==> src/rtl/dht11_responder_if.sv <==
// dht11_responder_if: signal bundle between a DHT11 responder and whatever drives/observes it.
// Latency: none (pure wiring).
// Backpressure: none; the single-wire protocol is purely timed.
// Ports: master = host/bench side (drives EN, DHT_IN, data bytes), slave = responder side.
// Optional: DHT11_RESP_CRC_FAULT_EN adds CRC_FAULT (master -> slave).
interface dht11_responder_if;
  logic       EN;
  logic       DHT_IN;
  logic       DHT_OE;
  logic [7:0] HUM_INT;
  logic [7:0] HUM_FLOAT;
  logic [7:0] TEMP_INT;
  logic [7:0] TEMP_FLOAT;
  logic       BUSY;
  logic       DONE;
  logic       ERROR;
`ifdef DHT11_RESP_CRC_FAULT_EN
  logic       CRC_FAULT;

  modport master (
    output EN, DHT_IN, HUM_INT, HUM_FLOAT, TEMP_INT, TEMP_FLOAT, CRC_FAULT,
    input  DHT_OE, BUSY, DONE, ERROR
  );

  modport slave (
    input  EN, DHT_IN, HUM_INT, HUM_FLOAT, TEMP_INT, TEMP_FLOAT, CRC_FAULT,
    output DHT_OE, BUSY, DONE, ERROR
  );
`else
  modport master (
    output EN, DHT_IN, HUM_INT, HUM_FLOAT, TEMP_INT, TEMP_FLOAT,
    input  DHT_OE, BUSY, DONE, ERROR
  );

  modport slave (
    input  EN, DHT_IN, HUM_INT, HUM_FLOAT, TEMP_INT, TEMP_FLOAT,
    output DHT_OE, BUSY, DONE, ERROR
  );
`endif
endinterface

==> src/rtl/dht11_responder.sv <==
// dht11_responder: cycle-accurate DHT11 sensor emulator (responder end of the single-wire bus).
// Latency: start accepted 3 cycles after the host releases the line (2-flop sync + state reg);
//          every protocol phase then lasts exactly N us of CYCLES_PER_US cycles.
// Backpressure: none; a host fighting the released line aborts the frame with an ERROR pulse.
// Ports: CLK; RST_N (synchronous, active low); bus (slave modport of dht11_responder_if):
//   in : EN, DHT_IN (async pad level), HUM_INT, HUM_FLOAT, TEMP_INT, TEMP_FLOAT
//   out: DHT_OE (1 = pull low), BUSY, DONE (1-cycle), ERROR (1-cycle)
// Optional: `define DHT11_RESP_CRC_FAULT_EN adds input CRC_FAULT; latched high, the CRC is inverted.
module dht11_responder #(
  parameter int CYCLES_PER_US = 100,
  parameter int MIN_START_US  = 18000,
  parameter int CONTENTION_US = 4
) (
  input  logic             CLK,
  input  logic             RST_N,
  dht11_responder_if.slave bus
);

  localparam int RESP_WAIT_US = 30;
  localparam int RESP_LOW_US  = 80;
  localparam int RESP_HIGH_US = 80;
  localparam int BIT_LOW_US   = 50;
  localparam int BIT0_HIGH_US = 26;
  localparam int BIT1_HIGH_US = 70;
  localparam int END_LOW_US   = 50;

  // The us counter must hold both the start-pulse threshold and the longest fixed phase.
  localparam int US_MAX   = (MIN_START_US > RESP_LOW_US) ? MIN_START_US : RESP_LOW_US;
  localparam int US_W     = $clog2(US_MAX + 1);
  localparam int PRE_W    = (CYCLES_PER_US > 1) ? $clog2(CYCLES_PER_US) : 1;
  localparam int CONT_CYC = CONTENTION_US * CYCLES_PER_US;
  localparam int CONT_W   = $clog2(CONT_CYC + 1);

  typedef enum logic [2:0] {
    S_IDLE,
    S_START_DET,
    S_RESP_WAIT,
    S_RESP_LOW,
    S_RESP_HIGH,
    S_BIT_LOW,
    S_BIT_HIGH,
    S_END_LOW
  } state_e;

  state_e            state_q, state_d;
  logic              sync1_q, sync2_q;
  logic [PRE_W-1:0]  pre_q, pre_d;
  logic [US_W-1:0]   us_q, us_d;
  logic [CONT_W-1:0] cont_q, cont_d;
  logic [5:0]        bit_idx_q, bit_idx_d;
  logic [39:0]       frame_q, frame_d;
  logic              armed_q, armed_d;
  logic              busy_q, busy_d;
  logic              done_q, done_d;
  logic              err_q, err_d;

  logic              line;
  logic              tick;
  logic              cur_bit;
  logic              in_high;
  logic              contention;
  logic [US_W-1:0]   us_cap;
  logic [7:0]        crc_sum;
  logic [7:0]        crc_tx;

  // True on the last cycle of an n-us phase.
  function automatic logic phase_end(input logic t, input logic [US_W-1:0] us, input int n);
    return t && (us == US_W'(n - 1));
  endfunction

  assign line    = sync2_q;
  assign tick    = (pre_q == PRE_W'(CYCLES_PER_US - 1));
  assign cur_bit = frame_q[bit_idx_q];
  assign in_high = (state_q == S_RESP_HIGH) || (state_q == S_BIT_HIGH);

  // cont_q counts consecutive low cycles already seen; this cycle completes the run.
  assign contention = in_high && !line && (cont_q == CONT_W'(CONT_CYC - 1));

  // 8-bit sum wraps naturally, giving the mod-256 checksum.
  assign crc_sum = bus.HUM_INT + bus.HUM_FLOAT + bus.TEMP_INT + bus.TEMP_FLOAT;
`ifdef DHT11_RESP_CRC_FAULT_EN
  assign crc_tx  = bus.CRC_FAULT ? ~crc_sum : crc_sum;
`else
  assign crc_tx  = crc_sum;
`endif

  // Next-state and output logic.
  always_comb begin
    state_d   = state_q;
    frame_d   = frame_q;
    bit_idx_d = bit_idx_q;
    armed_d   = armed_q;
    busy_d    = busy_q;
    done_d    = 1'b0;
    err_d     = 1'b0;

    case (state_q)
      S_IDLE: begin
        busy_d = 1'b0;
        // A start needs a high->low edge seen from IDLE; a line stuck low after an
        // abort or a finished frame never arms.
        if (line) begin
          armed_d = 1'b1;
        end else if (bus.EN && armed_q) begin
          state_d = S_START_DET;
        end
      end

      S_START_DET: begin
        if (line) begin
          armed_d = 1'b0;
          if (us_q >= US_W'(MIN_START_US)) begin
            frame_d   = {bus.HUM_INT, bus.HUM_FLOAT, bus.TEMP_INT, bus.TEMP_FLOAT, crc_tx};
            bit_idx_d = 6'd39;
            busy_d    = 1'b1;
            state_d   = S_RESP_WAIT;
          end else begin
            err_d   = 1'b1;
            state_d = S_IDLE;
          end
        end
      end

      S_RESP_WAIT: begin
        if (phase_end(tick, us_q, RESP_WAIT_US)) state_d = S_RESP_LOW;
      end

      S_RESP_LOW: begin
        if (phase_end(tick, us_q, RESP_LOW_US)) state_d = S_RESP_HIGH;
      end

      S_RESP_HIGH: begin
        if (contention) begin
          err_d   = 1'b1;
          busy_d  = 1'b0;
          armed_d = 1'b0;
          state_d = S_IDLE;
        end else if (phase_end(tick, us_q, RESP_HIGH_US)) begin
          state_d = S_BIT_LOW;
        end
      end

      S_BIT_LOW: begin
        if (phase_end(tick, us_q, BIT_LOW_US)) state_d = S_BIT_HIGH;
      end

      S_BIT_HIGH: begin
        if (contention) begin
          err_d   = 1'b1;
          busy_d  = 1'b0;
          armed_d = 1'b0;
          state_d = S_IDLE;
        end else if (phase_end(tick, us_q, cur_bit ? BIT1_HIGH_US : BIT0_HIGH_US)) begin
          if (bit_idx_q == 6'd0) begin
            state_d = S_END_LOW;
          end else begin
            bit_idx_d = bit_idx_q - 6'd1;
            state_d   = S_BIT_LOW;
          end
        end
      end

      S_END_LOW: begin
        if (phase_end(tick, us_q, END_LOW_US)) begin
          done_d  = 1'b1;
          busy_d  = 1'b0;
          armed_d = 1'b0;
          state_d = S_IDLE;
        end
      end

      default: begin
        busy_d  = 1'b0;
        state_d = S_IDLE;
      end
    endcase
  end

  // Prescaler, us counter and contention counter all restart on any state change,
  // so each phase begins on a fresh microsecond boundary.
  always_comb begin
    us_cap = (state_q == S_START_DET) ? US_W'(MIN_START_US) : US_W'(US_MAX);
    pre_d  = '0;
    us_d   = '0;
    cont_d = '0;
    if (state_d == state_q) begin
      pre_d = tick ? '0 : pre_q + 1'b1;
      us_d  = (tick && (us_q != us_cap)) ? us_q + 1'b1 : us_q;
      if (in_high && !line) begin
        cont_d = (cont_q != CONT_W'(CONT_CYC)) ? cont_q + 1'b1 : cont_q;
      end
    end
  end

  always_ff @(posedge CLK) begin
    if (!RST_N) begin
      state_q   <= S_IDLE;
      sync1_q   <= 1'b1;
      sync2_q   <= 1'b1;
      pre_q     <= '0;
      us_q      <= '0;
      cont_q    <= '0;
      bit_idx_q <= '0;
      frame_q   <= '0;
      armed_q   <= 1'b0;
      busy_q    <= 1'b0;
      done_q    <= 1'b0;
      err_q     <= 1'b0;
    end else begin
      state_q   <= state_d;
      sync1_q   <= bus.DHT_IN;
      sync2_q   <= sync1_q;
      pre_q     <= pre_d;
      us_q      <= us_d;
      cont_q    <= cont_d;
      bit_idx_q <= bit_idx_d;
      frame_q   <= frame_d;
      armed_q   <= armed_d;
      busy_q    <= busy_d;
      done_q    <= done_d;
      err_q     <= err_d;
    end
  end

  // Line is driven low only in the three low phases; decoding state_q directly
  // means reset releases the line on the very edge that samples RST_N.
  assign bus.DHT_OE = (state_q == S_RESP_LOW) || (state_q == S_BIT_LOW) || (state_q == S_END_LOW);
  assign bus.BUSY   = busy_q;
  assign bus.DONE   = done_q;
  assign bus.ERROR  = err_q;

endmodule

==> src/flat_wrapper.sv <==
// flat-port wrapper written by rule: the top's interface ports become plain ports
module dht11_responder_flat 
#(
  parameter int CYCLES_PER_US = 100,
  parameter int MIN_START_US  = 18000,
  parameter int CONTENTION_US = 4
)
  (CLK, RST_N, bus_EN, bus_DHT_IN, bus_HUM_INT, bus_HUM_FLOAT, bus_TEMP_INT, bus_TEMP_FLOAT, bus_DHT_OE, bus_BUSY, bus_DONE, bus_ERROR);
  dht11_responder_if bus_i ();
  input  logic CLK;
  input  logic RST_N;
  input wire logic [$bits(bus_i.EN)-1:0] bus_EN;
  input wire logic [$bits(bus_i.DHT_IN)-1:0] bus_DHT_IN;
  input wire logic [$bits(bus_i.HUM_INT)-1:0] bus_HUM_INT;
  input wire logic [$bits(bus_i.HUM_FLOAT)-1:0] bus_HUM_FLOAT;
  input wire logic [$bits(bus_i.TEMP_INT)-1:0] bus_TEMP_INT;
  input wire logic [$bits(bus_i.TEMP_FLOAT)-1:0] bus_TEMP_FLOAT;
  output wire logic [$bits(bus_i.DHT_OE)-1:0] bus_DHT_OE;
  output wire logic [$bits(bus_i.BUSY)-1:0] bus_BUSY;
  output wire logic [$bits(bus_i.DONE)-1:0] bus_DONE;
  output wire logic [$bits(bus_i.ERROR)-1:0] bus_ERROR;
  assign bus_i.EN = bus_EN;
  assign bus_i.DHT_IN = bus_DHT_IN;
  assign bus_i.HUM_INT = bus_HUM_INT;
  assign bus_i.HUM_FLOAT = bus_HUM_FLOAT;
  assign bus_i.TEMP_INT = bus_TEMP_INT;
  assign bus_i.TEMP_FLOAT = bus_TEMP_FLOAT;
  assign bus_DHT_OE = bus_i.DHT_OE;
  assign bus_BUSY = bus_i.BUSY;
  assign bus_DONE = bus_i.DONE;
  assign bus_ERROR = bus_i.ERROR;
  dht11_responder #(.CYCLES_PER_US(CYCLES_PER_US), .MIN_START_US(MIN_START_US), .CONTENTION_US(CONTENTION_US)) u_core (.CLK(CLK), .RST_N(RST_N), .bus(bus_i));
endmodule
==> config.mk <==
export PLATFORM = sky130hd
export DESIGN_NAME = dht11_responder_flat
export DESIGN_NICKNAME = d
export VERILOG_FILES = /design/src/rtl/dht11_responder_if.sv /design/src/rtl/dht11_responder.sv /design/src/flat_wrapper.sv
export SDC_FILE = /design/constraint.sdc
export NUM_CORES = 1
export LEC_CHECK = 0
export ABC_AREA = 1
export CORE_ASPECT_RATIO = 0.5
export CORE_MARGIN = 2
export CORE_UTILIZATION = 53
export DETAILED_ROUTE_END_ITERATION = 16
export PLACE_DENSITY_LB_ADDON = 0.3
export SKIP_LAST_GASP = 1
export SYNTH_ARGS = -nofsm -noshare
export SYNTH_HDL_FRONTEND = slang
export SYNTH_SLANG_ARGS = --single-unit
==> constraint.sdc <==
create_clock -name CLK -period 3 [get_ports CLK]
set_clock_uncertainty 0.05 [all_clocks]
set_input_delay 0.45 -clock CLK [delete_from_list [all_inputs] [get_ports CLK]]
set_output_delay 0.45 -clock CLK [all_outputs]
set_load 0.005 [all_outputs]
Word level (Yosys, flattened, before mapping)
Cells that the tools add are included.
Word-level totals
  bits in registers: 86
  input bits: 36
  output and inout port bits: 4
  word-level logic and storage cells: 109
Cells by class
  $add $sub $neg: 8
  order comparisons: 2
  equality and inequality tests: 24
  mux-type cells: 36
  bitwise gates (word level): 2
  reduce and logical (&&, ||, !) cells: 25
Operators with widths (number)
  3-bit 2-to-1 mux: 11
  6-bit 2-to-1 mux: 5
  8-bit adder: 3
  3-bit one-hot mux with 8 select lines: 1
  15-bit by 1-bit adder with 15-bit output (second input constant): 1
  15-bit equality test: 1
  15-bit by 5-bit equality test with 1-bit output (second input constant): 1
  15-bit by 6-bit equality test with 1-bit output (second input constant): 1
  15-bit by 7-bit equality test with 1-bit output (second input constant): 1
  15-bit >= comparator (second input constant): 1
  15-bit != test (second input constant): 1
  15-bit by 2-bit subtractor with 15-bit output (second input constant): 1
  3-bit equality test (second input constant): 4
  6-bit one-hot mux with 2 select lines: 1
  1-bit 2-to-1 mux: 11
  2-bit by 1-bit != test with 1-bit output (second input constant): 5
  5-bit AND reduction: 2
  9-bit by 1-bit adder with 9-bit output (second input constant): 1
  9-bit equality test (second input constant): 1
  9-bit != test (second input constant): 1
  1-bit logical AND: 8
  1-bit one-hot mux with 4 select lines: 2
  7-bit by 1-bit adder with 7-bit output (second input constant): 1
  7-bit equality test (second input constant): 1
  other kinds (22): 31

Logic depth before layout (Yosys ltp)
  depth after elaboration: 12
  gate-level depth with buffers: 24

Worst setup path after synthesis
Ideal clock, no wire load.
  kind: input to register
  start point: in bus_TEMP_FLOAT[1]
  end point: reg u_core.frame_q[7]
  library setup time: 0.086 ns
  arrival: 2.808 ns
  data required time: 2.864 ns
  slack: 0.057 ns
  stages on the path: 12
  cell sequence: fa_1 -> fa_1 -> ha_1 -> inv_1 -> fa_1 -> o21ai_0 -> nand2_1 -> nand2_1 -> a21oi_1 -> o21ai_0 -> a21oi_1 -> a211oi_1
On the way
  cells in the longest elaborated chain, start to end: 1
Ends and longest elaborated chain
  from (decl): RTL line flat_wrapper.sv:17  | input wire logic [$bits(bus_i.TEMP_FLOAT)-1:0] bus_TEMP_FLOAT;
  8-bit adder: RTL line dht11_responder.sv:80  | assign crc_sum = bus.HUM_INT + bus.HUM_FLOAT + bus.TEMP_INT + bus.TEMP_FLOAT;
  to (signal assigned): RTL line dht11_responder.sv:217  | frame_q <= frame_d;
  to (decl): RTL line dht11_responder.sv:51  | logic [39:0] frame_q, frame_d;
Every way passes these cells.
A chain may end at the register's enable or synchronous reset.

Final worst setup path
  start point: in bus_HUM_FLOAT[3]
  end point: reg u_core.frame_q[6]
On the way
  cells in the longest elaborated chain, start to end: 3
Ends and longest elaborated chain
  from (decl): RTL line flat_wrapper.sv:15  | input wire logic [$bits(bus_i.HUM_FLOAT)-1:0] bus_HUM_FLOAT;
  8-bit adder (3 in a row): RTL line dht11_responder.sv:80
Every way passes these cells.

==> metrics.csv <==
metric;value;unit
Top Family by Delay on Critical Path;adder cells;
die span in x;142.3;um
grt ovf;0;
Netlist cell types;43;
Netlist Area Pre-Place;5071;sq um
Finish-stage setup viols;0;
Hold Crit Depth;1;
pwr dens;458.3;nW/um^2
crit-path max FO;4;
via/cell ratio;5.062;
Max-Cap Viols;0;
Setup crit end kind;register;
Die ar.;10410;sq um
WL/cell;12.69;um
slowest stage delay, CP;580;ps
hold_ws;364.6;ps
Post-CTS Setup Bufs;0;
clock sinks;86;
Worst-path clk slew;60;ps
CTS Hold Buffers Added;0;
sequential fraction of the synthesis area;0.3395;
Routed Antenna Nets;0;
WP data arrival;3040;ps
vias in the first global route;4038;
Max IR drop VDD;240.1;uV
synth-to-layout area growth;16.85;%
grt met3 use;0.05577;
number of port buffers;39;
RSZ-0062 raised after global routing;no;
Reg area;1722;sq um
final WL;10660;um
Warnings, synthesis;0;
Critical Path Source Type;primary input;
global routing's busiest layer;met2;
worst hold path class;register to register;
area leader, netlist;dfxtp_1;
Slowest-stage cell, CP;fa_1;
vias;4252;
CTS tree;done;
cell leakage power;2.343;nW
CTS Root Cell;clkbuf_16;
final count of hold timing violations;0;
# fillers;817;
pre-CTS setup slack;-501.4;ps
total design power;0.002716;W
number of flops mapped to enable cells by yosys;0;
n_diodes;0;
Pins Over Slew Limit;0;
critical path depth;11;
multi-input combinational cell area;2854;sq um
CTS H-tree depth;3;
Final min period;2858;ps
core area;9384;sq um
critical path cell sequence;clkdlybuf4s50_1, fa_1, fa_1, ha_4, nand3_1, and2_1, inv_1, a21oi_1, o21ai_0, xnor2_1, a21oi_1;
detailed router's first-iteration violation count;277;
worst-margin pin slew;452.7;ps
CP bufs+invs;2;
Non-Filler Instances;840;
1st-pass router iterations;4;
DRC viols;0;
Tcrit/Tclk final;0.9527;
Net Count, Synth;738;
final RePlAce weighted congestion;0.8825;
Final nets;778;
first-pass GRT wire length;18090;um
clk buf depth;2;
DP HPWL;7621;um
crit path kind;primary input to register;
Ports;40;
Starting Density;0.5404;
GRT Resource Usage Total;0.2203;
# rows;25;
Slew headroom;0.6959;
Synth top area share;0.3395;
synth top area cells;dfxtp_1 (34%), nand2_1 (7.3%), inv_1 (7.2%);
met1 Usage GRT;0.2787;
Syn Area/Cell;7.524;sq um
R2R cell count;12;
post-synthesis async set-or-reset flop share;0;
Die Y-Extent;73.17;um
Syn Inst Count;674;
layout cell share with drive strength beyond 1;0.1266;
status;complete, no violations;
Seq cells post-synth;86;
ys flop type;dfxtp_1;
# placed instances;824;
Req. time, crit path;3180;ps
largest net degree at the start of global routing;43;
GR Layer Usage met2;0.3779;
Synth top cells by count;nand2_1 (98), inv_1 (97), dfxtp_1 (86);
worst skew pair latency;340;ps
final setup margin;141.8;ps
most common cell in the synthesized netlist;nand2_1;
fmax;0.3499;GHz
initial antenna violation count;0;
Num CTS Buffers;9;
[layout make-up]
class,count,share of cell area
Sequential cell,86,0.2905
Timing Repair Buffer,52,0.08383
Clock inverter,4,0.009291
Tap cell,121,0.02555
Clock buffer,12,0.04160
Multi-Input combinational cell,459,0.4816
Inverter,106,0.06757
[cell families after synthesis]
| kind of cell | after synthesis | synth area share |
|---|---|---|
| xor gates and xnor gates | 39 | 0.06736 |
| buffers and inverters | 129 | 0.1088 |
| and+or+nand+nor | 281 | 0.2783 |
| adders and majority gates | 28 | 0.08981 |
| DFF | 86 | 0.3395 |
| AOI/OAI and AO/OA | 111 | 0.1162 |
[what timing repair did]
item / CTS / global route
setup endpoints to repair: 2 / 2
gates resized for setup: 5 / 18
pin swaps: 2 / 13
[registers in the layout, indices dropped and copies added (netlist names)]
name,flops
u_core.bus.ERROR,1
u_core.sync1_q,1
u_core.frame_q,40
u_core.line,1
u_core.bus.DONE,1
u_core.us_q,15
u_core.pre_q,7
u_core.state_q,3
u_core.bit_idx_q,6
u_core.bus.BUSY,1
u_core.cont_q,9
u_core.armed_q,1
[worst paths after layout]
kind	startpoint	end	slack (ps)
worst min-delay path	u_core.sync1_q	u_core.line	360
worst max register to register	u_core.us_q[4]	u_core.bit_idx_q[4]	380
worst min register to register	u_core.sync1_q	u_core.line	360
worst max-delay path	bus_HUM_FLOAT[3]	u_core.frame_q[6]	140
[stage by stage]
stage	instance area [sq um]	util	TNS [ps]
2_1_floorplan	5071	-	0
3_3_place_gp	5559	0.5924	-1238
3_5_place_dp	5559	0.5924	-1347
4_1_cts	5864	0.6249	0
5_1_grt	5926	0.6315	0
6_report	5926	0.6315	0
[routing by layer]
metal | vias up | part of all wire
li1 | 2225 | -
met3 | 11 | 0.042
met4 | 0 | 0.011
met5 | - | 0
met1 | 1952 | 0.49
met2 | 64 | 0.46
[power breakdown]
part / switching, W / internal (W)
combinational: 0.000217 / 0.000215
sequential: 0.00000483 / 0.00115
clock: 0.000456 / 0.000674
total: 0.000678 / 0.00204
[worst reg2reg max path: cells and delay by family, from the launching register on]
family,cells,cell delay [ps]
buf+inv,2,300
simple gates,7,1010
xor+xnor,1,170
flops,1,490
compound gates,2,480
[placed cells by master (no fill, tap or decap), types with 5 or more instances in the layout]
cell              n
xnor2_1          11
clkdlybuf4s50_1  31
buf_4            13
nand3_1          53
nor3_1           10
xor2_1           28
nand4_1           5
o21ai_0          46
dfxtp_1          86
nand2_2          11
nand2_1          98
inv_2             8
dlymetal6s2s_1    6
inv_1            97
clkbuf_16         9
nor2_4           10
nor2_1           68
fa_1             12
ha_1             11
a21oi_1          47
No activity file was read; power rests on OpenSTA's default activity.
